### config.mk
export PLATFORM = sky130hd
export DESIGN_NAME = miter_divergence_tracker
export DESIGN_NICKNAME = d
export VERILOG_FILES = /design/src/rtl/miter_divergence_tracker.sv
export SDC_FILE = /design/constraint.sdc
export NUM_CORES = 1
export LEC_CHECK = 0
export CORE_MARGIN = 5
export CORE_UTILIZATION = 31
export CTS_BUF_LIST = sky130_fd_sc_hd__clkbuf_8
export CTS_CLUSTER_DIAMETER = 150
export DETAILED_ROUTE_END_ITERATION = 10
export PLACE_DENSITY_LB_ADDON = 0.1
export SLEW_MARGIN = 20
export SYNTH_ARGS = -nofsm -noshare
export SYNTH_HDL_FRONTEND = slang
export SYNTH_SLANG_ARGS = --single-unit
### constraint.sdc
create_clock -name clock -period 2.6 [get_ports clock]
set_input_delay 0.65 -clock clock [delete_from_list [all_inputs] [get_ports clock]]
set_output_delay 0.65 -clock clock [all_outputs]
set_load 0.02 [all_outputs]
### src/rtl/miter_divergence_tracker.sv
// Watches the masked state vectors of both miter instances and records whether,
// when and in which bit groups they first diverge after the victim access.
module miter_divergence_tracker #(
  parameter  int W      = 64,
  parameter  int GROUPS = 8,
  parameter  int DEPTH  = 8,
  localparam int CW     = $clog2(DEPTH + 1)
) (
  input  logic              clock,
  input  logic              reset,
  input  logic              arm_i,
  input  logic              victim_access_i,
  input  logic [W-1:0]      state_a_i,
  input  logic [W-1:0]      state_b_i,
  input  logic [W-1:0]      mask_i,
  output logic              busy_o,
  output logic              done_o,
  output logic              diverged_o,
  output logic              precond_fail_o,
  output logic [CW-1:0]     first_cycle_o,
  output logic [GROUPS-1:0] first_groups_o,
  output logic [GROUPS-1:0] group_sticky_o
);

  localparam int          GW      = W / GROUPS;
  localparam logic [CW-1:0] DEPTH_C = CW'(DEPTH);

  typedef enum logic [1:0] {IDLE, ARMED, TRACK, DONE} state_t;

  state_t              state_reg, state_next;
  logic [CW-1:0]       cnt_reg, cnt_next;
  logic                busy_reg, busy_next;
  logic                done_reg, done_next;
  logic                div_reg, div_next;
  logic                pre_reg, pre_next;
  logic [CW-1:0]       first_cycle_reg, first_cycle_next;
  logic [GROUPS-1:0]   first_groups_reg, first_groups_next;
  logic [GROUPS-1:0]   sticky_reg, sticky_next;

  logic [W-1:0]        diff;
  logic [GROUPS-1:0]   grp;

  assign diff = (state_a_i ^ state_b_i) & ~mask_i;

  generate
    for (genvar gi = 0; gi < GROUPS; gi++) begin : g_group
      assign grp[gi] = |diff[gi*GW +: GW];
    end
  endgenerate

  always_comb begin
    state_next        = state_reg;
    cnt_next          = cnt_reg;
    div_next          = div_reg;
    pre_next          = pre_reg;
    first_cycle_next  = first_cycle_reg;
    first_groups_next = first_groups_reg;
    sticky_next       = sticky_reg;
    case (state_reg)
      IDLE, DONE: begin
        // An arm always wins over a simultaneous trigger; the trigger is dropped.
        if (arm_i) begin
          state_next        = ARMED;
          cnt_next          = '0;
          div_next          = 1'b0;
          pre_next          = 1'b0;
          first_cycle_next  = '0;
          first_groups_next = '0;
          sticky_next       = '0;
        end
      end
      ARMED: begin
        if (victim_access_i) begin
          if (|grp) begin
            state_next        = DONE;
            pre_next          = 1'b1;
            div_next          = 1'b1;
            first_cycle_next  = '0;
            first_groups_next = grp;
            sticky_next       = grp;
          end else begin
            state_next = TRACK;
            cnt_next   = CW'(1);
          end
        end
      end
      TRACK: begin
        if (|grp) begin
          sticky_next = sticky_reg | grp;
          if (!div_reg) begin
            div_next          = 1'b1;
            first_cycle_next  = cnt_reg;
            first_groups_next = grp;
          end
        end
        if (cnt_reg == DEPTH_C) state_next = DONE;
        else                    cnt_next   = cnt_reg + 1'b1;
      end
      default: state_next = IDLE;
    endcase
    busy_next = (state_next == ARMED) || (state_next == TRACK);
    done_next = (state_next == DONE);
  end

  always_ff @(posedge clock or posedge reset) begin
    if (reset) begin
      state_reg        <= IDLE;
      cnt_reg          <= '0;
      busy_reg         <= 1'b0;
      done_reg         <= 1'b0;
      div_reg          <= 1'b0;
      pre_reg          <= 1'b0;
      first_cycle_reg  <= '0;
      first_groups_reg <= '0;
      sticky_reg       <= '0;
    end else begin
      state_reg        <= state_next;
      cnt_reg          <= cnt_next;
      busy_reg         <= busy_next;
      done_reg         <= done_next;
      div_reg          <= div_next;
      pre_reg          <= pre_next;
      first_cycle_reg  <= first_cycle_next;
      first_groups_reg <= first_groups_next;
      sticky_reg       <= sticky_next;
    end
  end

  assign busy_o         = busy_reg;
  assign done_o         = done_reg;
  assign diverged_o     = div_reg;
  assign precond_fail_o = pre_reg;
  assign first_cycle_o  = first_cycle_reg;
  assign first_groups_o = first_groups_reg;
  assign group_sticky_o = sticky_reg;

endmodule

# == Word level (Yosys, flattened, before mapping) ==
# Index checks and enable logic that the tools add are counted.
# word_totals
ff_bits,30
in_bits,196
output_inout_bits,24
wordCells,76
# op_classes
addsub,1
n_eq_ne,14
n_mux,30
n_bitwise,4
n_reduce_logical,18
# ops
op,count
64-bit bitwise AND,1
64-bit NOT,1
64-bit OR reduction,1
8-bit OR reduction,8
64-bit bitwise XOR,1
8-bit two-way mux,6
8-bit one-hot mux with 3 select lines,2
4-bit two-way mux,8
4-bit one-hot mux with 3 select lines,2
2-bit != test (second input constant),7
4-bit AND reduction,3
2-bit equality test (second input constant),4
8-bit OR,1
1-bit two-way mux,6
2-bit two-way mux,3
2-bit one-hot mux with 3 select lines,1
5-bit AND reduction,1
4-bit by 1-bit adder with 4-bit output (second input constant),1
2-bit by 1-bit equality test with 1-bit output (second input constant),2
4-bit equality test (second input constant),1
1-bit one-hot mux with 3 select lines,1
2-bit zero test,1
1-bit one-hot mux with 2 select lines,1
2-bit AND reduction,1
other kinds (3),3

# == Logic depth before layout (Yosys ltp) ==
# logic_depth
ltp_word,8
mapped_depth,8
mapped_depth_nobuf,7

# == Worst setup path before layout ==
# No wires, ideal clock.
# synth_timing
path_kind,input to register
start,in state_b_i[38]
end,"reg busy_reg, in the netlist busy_o"
setup_ns,0.126
arrival_ns,2.233
required_ns,2.474
setup_slack_ns,0.242
cell_stages,7
n_path_buf,0
path_cell_list,xnor2_1 -> o22ai_1 -> nor4_2 -> nand4_1 -> o31ai_1 -> a32oi_1 -> ha_1
# synth_via
elab_chain_len,8
word_cells_on_any_way,9
classes_between,eq/ne: 2; mux: 3; bitwise: 2; reduce/logical: 2
# synth_rtl
item,line_no,rtl
start: declaration,14,"input logic [W-1:0] state_b_i,"
64-bit bitwise XOR (*),43,assign diff = (state_a_i ^ state_b_i) & ~mask_i;
64-bit bitwise AND (*),43,
64-bit OR reduction (*),74,if (|grp) begin
1-bit two-way mux (*),74,
2-bit two-way mux (*),73,if (victim_access_i) begin
2-bit one-hot mux with 3 select lines (*),59,case (state_reg)
named net state_next[0],30,"state_t state_reg, state_next;"
2-bit by 1-bit equality test with 1-bit output or 2-bit equality test (tied branches),101,busy_next = (state_next == ARMED) || (state_next == TRACK);
1-bit logical OR (*),101,
named net busy_next,32,"logic busy_reg, busy_next;"
end signal: assignment,119,busy_reg <= busy_next;
end: declaration,32,
# The timed path passes the listed nets; every way through them passes the cells marked *.
# A chain may end at the register's enable or synchronous reset.

# == Worst setup path in the final report ==
# layout_timing
start,in mask_i[13]
end,"reg first_groups_reg[2], in the netlist first_groups_o[2]"
# layout_via
elab_chain_len,5
word_cells_on_any_way,6
classes_between,eq/ne: 2; bitwise: 2; reduce/logical: 2
# layout_rtl
item,line_no,rtl
start: declaration,15,"input logic [W-1:0] mask_i,"
64-bit NOT (*),43,
64-bit bitwise AND (*),43,
64-bit OR reduction (*),"74, 88",
2-bit != test (no source line),-,
5-bit AND reduction (no source line) (*),-,
end signal: assignment,124,first_groups_reg <= first_groups_next;
end: declaration,37,"logic [GROUPS-1:0] first_groups_reg, first_groups_next;"
# Every way passes the cells marked *; elsewhere a longest branch is shown, timed or not.

==> flow_summary.json <==
{
  "power_mw": 3.06,
  "cts-htree-levels": 2,
  "finalCritPeriodShare_pct": 95.8,
  "vias": 2793,
  "drive_gt1_share_pct": 14.3,
  "grt-ovfl-total": 0,
  "cts_tree": "yes",
  "drt-total-wl_um": 9830,
  "synth_area_um2": 2240,
  "wire_per_inst_um": 16.7,
  "hold_viol_final": 0,
  "dpl_cell_area_um2": 4700,
  "holdWs_ns": 0.520,
  "viasPerCell": 4.73,
  "p_leak_nw": 2.87,
  "r2r_start": "state_reg[0]$_DFF_PP0_",
  "io_pins": 220,
  "stdcell_count": 590,
  "syn2layout_area_growth_pct": 134,
  "worstMarginPinSlew_ns": 0.456,
  "ys.warnings.count": 0,
  "crit_path_max_fanout": 8,
  "die_area_um2": 9030,
  "portBuffers": 219,
  "clock_tree.root_cell": "clkbuf_8",
  "grt_max_degree": 31,
  "start_kind": "input pin",
  "report.final.setup_viol": 0,
  "ys_seq_elements": 30,
  "insertedDiodeCount": 0,
  "worstReg2RegEnd": "cnt_reg[1]$_DFFE_PP0P_",
  "synthCells": 239,
  "slowest_delay_ns": 0.46,
  "clkSinkCount": 30,
  "criticalPathCategory": "in2reg",
  "outcome": "finished, final reports clean",
  "design_area_um2": 5240,
  "fp-row-count": 31,
  "grt_first_pass_wirelength_um": 13600,
  "hold_path_startpoint": "first_cycle_o[2]$_DFFE_PP0P_",
  "maxSlewViolCount": 0,
  "grt_pass1_vias": 2941,
  "syn_nets": 440,
  "worstRegToRegCells": 8,
  "drcViolationCount": 0,
  "numCtsBuffers": 5,
  "period_needed_ns": 2.49,
  "cp_cell_sequence": "clkdlybuf4s50_1, o22ai_1, nor4_2, buf_4, nand4_1, buf_6, o21ai_4, a221o_2, o22ai_2",
  "slowest_stage": "clkdlybuf4s50_1",
  "die_x_um": 95.0,
  "finClkSkew_ns": 0.00451,
  "arrival_ns": 2.65,
  "vdd_drop_max_mv": 0.303,
  "syn_avg_cell_area_um2": 9.38,
  "crit_required_ns": 2.76,
  "die_h_um": 95.0,
  "min_path_type": "reg2reg",
  "ys_seq_area_share_pct": 33.5,
  "max_slew_margin_pct": 69.5,
  "placed_cells": 576,
  "cellPowerDensity_nw_per_um2": 585,
  "grt_use_total_pct": 19.8,
  "final_nets": 692,
  "initial_core_util_pct": 31.4,
  "ant_nets": 0,
  "dr.pass1.iters": 4,
  "gp_congestion": 0.836,
  "cts_buffer_depth": 2,
  "coreArea_um2": 7140,
  "fmax_mhz": 401,
  "rrSetupSlack_ns": 0.58,
  "critPathCaptureType": "register",
  "drv_cap": 0,
  "worst_hold_path.endpoint": "first_cycle_o[2]$_DFFE_PP0P_",
  "place_hpwl_um": 8170,
  "drt-initial-drc-count": 80,
  "min_path_cells": 2,
  "clk_latency_ns": 0.28,
  "synth_cell_types": 34,
  "antenna_found_initial": 0,
  "clkSlewWorstSetupHoldPaths_ns": 0.06
}
==> critical path: cells and delay by family <==
kind	cells	cell delay [ns]
AND/OR/NAND/NOR	2	0.46
AO/OA/AOI/OAI	4	0.71
buffers and inverters	3	0.82
==> worst max-delay path by stage <==
| stage | slack, ns | from | to |
|---|---|---|---|
| final | 0.11 | mask_i[13] | first_groups_o[2]$_DFFE_PP0P_ |
| after global routing | -0.03 | mask_i[32] | first_groups_o[2]$_DFFE_PP0P_ |
| after CTS | 0.0003 | state_b_i[27] | first_groups_o[1]$_DFFE_PP0P_ |
| after detailed placement | -0.40 | state_b_i[54] | first_groups_o[5]$_DFFE_PP0P_ |
| after global placement | -0.37 | state_b_i[54] | busy_o$_DFF_PP0_ |
| after floorplan | 0.24 | state_b_i[38] | busy_o$_DFF_PP0_ |
==> cell families after synthesis <==
family / share of synthesized area, %
AND/OR/NAND/NOR: 8.43
XOR/XNOR: 25.0
AO/OA/AOI/OAI: 23.6
buffers and inverters: 6.25
adder cells (fa/ha/maj): 2.79
multiplexers: 0.447
flip-flops: 33.5
==> synthesized netlist by cell type <==
| library cell | instances | area share (%) |
|---|---|---|
| o221ai_1 | 1 | 0.39 |
| xnor2_1 | 64 | 25 |
| clkbuf_1 | 1 | 0.17 |
| o22ai_1 | 53 | 15 |
| o21ai_0 | 5 | 1.1 |
| o2bb2ai_1 | 2 | 0.78 |
| o21ai_2 | 1 | 0.39 |
| a211oi_1 | 1 | 0.34 |
| nor4_2 | 8 | 4.5 |
| a32o_1 | 1 | 0.45 |
| and3_1 | 1 | 0.28 |
| nand3_1 | 2 | 0.45 |
| a2bb2oi_1 | 1 | 0.39 |
| or4_1 | 1 | 0.34 |
| a31o_2 | 1 | 0.39 |
| a221o_2 | 1 | 0.50 |
| and2_1 | 1 | 0.28 |
| clkinv_1 | 1 | 0.17 |
| o32ai_1 | 1 | 0.39 |
| a221oi_2 | 2 | 1.3 |
| dfrtp_1 | 30 | 34 |
| nand2_1 | 4 | 0.67 |
| buf_6 | 1 | 0.50 |
| mux2i_1 | 1 | 0.45 |
| nor2b_1 | 1 | 0.28 |
| o31ai_1 | 1 | 0.34 |
| o21bai_1 | 2 | 0.67 |
| ha_1 | 5 | 2.8 |
| inv_1 | 31 | 5.2 |
| nor2_1 | 5 | 0.84 |
| nand4_1 | 3 | 0.84 |
| buf_2 | 1 | 0.22 |
| a32oi_1 | 1 | 0.39 |
| a21oi_1 | 4 | 0.89 |
==> metal layers <==
| layer | vias to the layer above | GRT usage, % | share of wire (%) |
|---|---|---|---|
| li1 | 1374 | - | - |
| met1 | 1298 | 19.4 | 34 |
| met2 | 103 | 39.3 | 57 |
| met3 | 18 | 6.31 | 7.4 |
| met4 | 0 | 5.65 | 2.2 |
| met5 | - | 0 | 0 |
==> layout by cell type, fill, tap and decap left out, types with 2 or more instances in the layout <==
master,count
dfrtp_1,30
dlygate4sd2_1,19
dlymetal6s2s_1,99
nand4_1,3
clkbuf_8,5
clkdlybuf4s50_1,100
xnor2_2,7
o22ai_1,39
nand2_1,4
a21oi_1,4
inv_1,33
o2bb2ai_1,2
xnor2_1,57
nand3_1,2
ha_1,5
o22ai_2,14
o21ai_0,4
buf_4,27
a221oi_2,2
buf_6,2
nor2_1,5
nor4_2,7
==> final cells by class <==
type,count,area (µm²)
multi-input combinational,174,1520
clock buffer,5,68.8
tap,99,124
inverter,32,120
fill,564,1900
timing repair buffer,248,2640
clock inverter,2,7.51
sequential,30,751
==> power by group <==
part	total [mW]	internal, mW	switching, mW
Sequential	0.742	0.643	0.0993
Combinational	1.98	1.02	0.955
Clock	0.344	0.176	0.168
==> timing repair <==
action                     CTS  global route
buffers inserted             2             5
pin swaps                   31            91
hold endpoints to repair     0             0
gates resized for setup     30           119
setup endpoints to repair   21            28
hold buffers                 0             0
==> through the flow <==
step                      TNS (ns)  setup WS, ns  util [%]
after floorplan                  0         0.242         -
after global placement       -7.31        -0.371      65.9
after detailed placement     -9.22        -0.399      65.9
after CTS                        0      0.000294      67.5
after global routing       -0.0354       -0.0306      73.4
final                            0         0.108      73.4
Power figures use the tool's default switching activity.
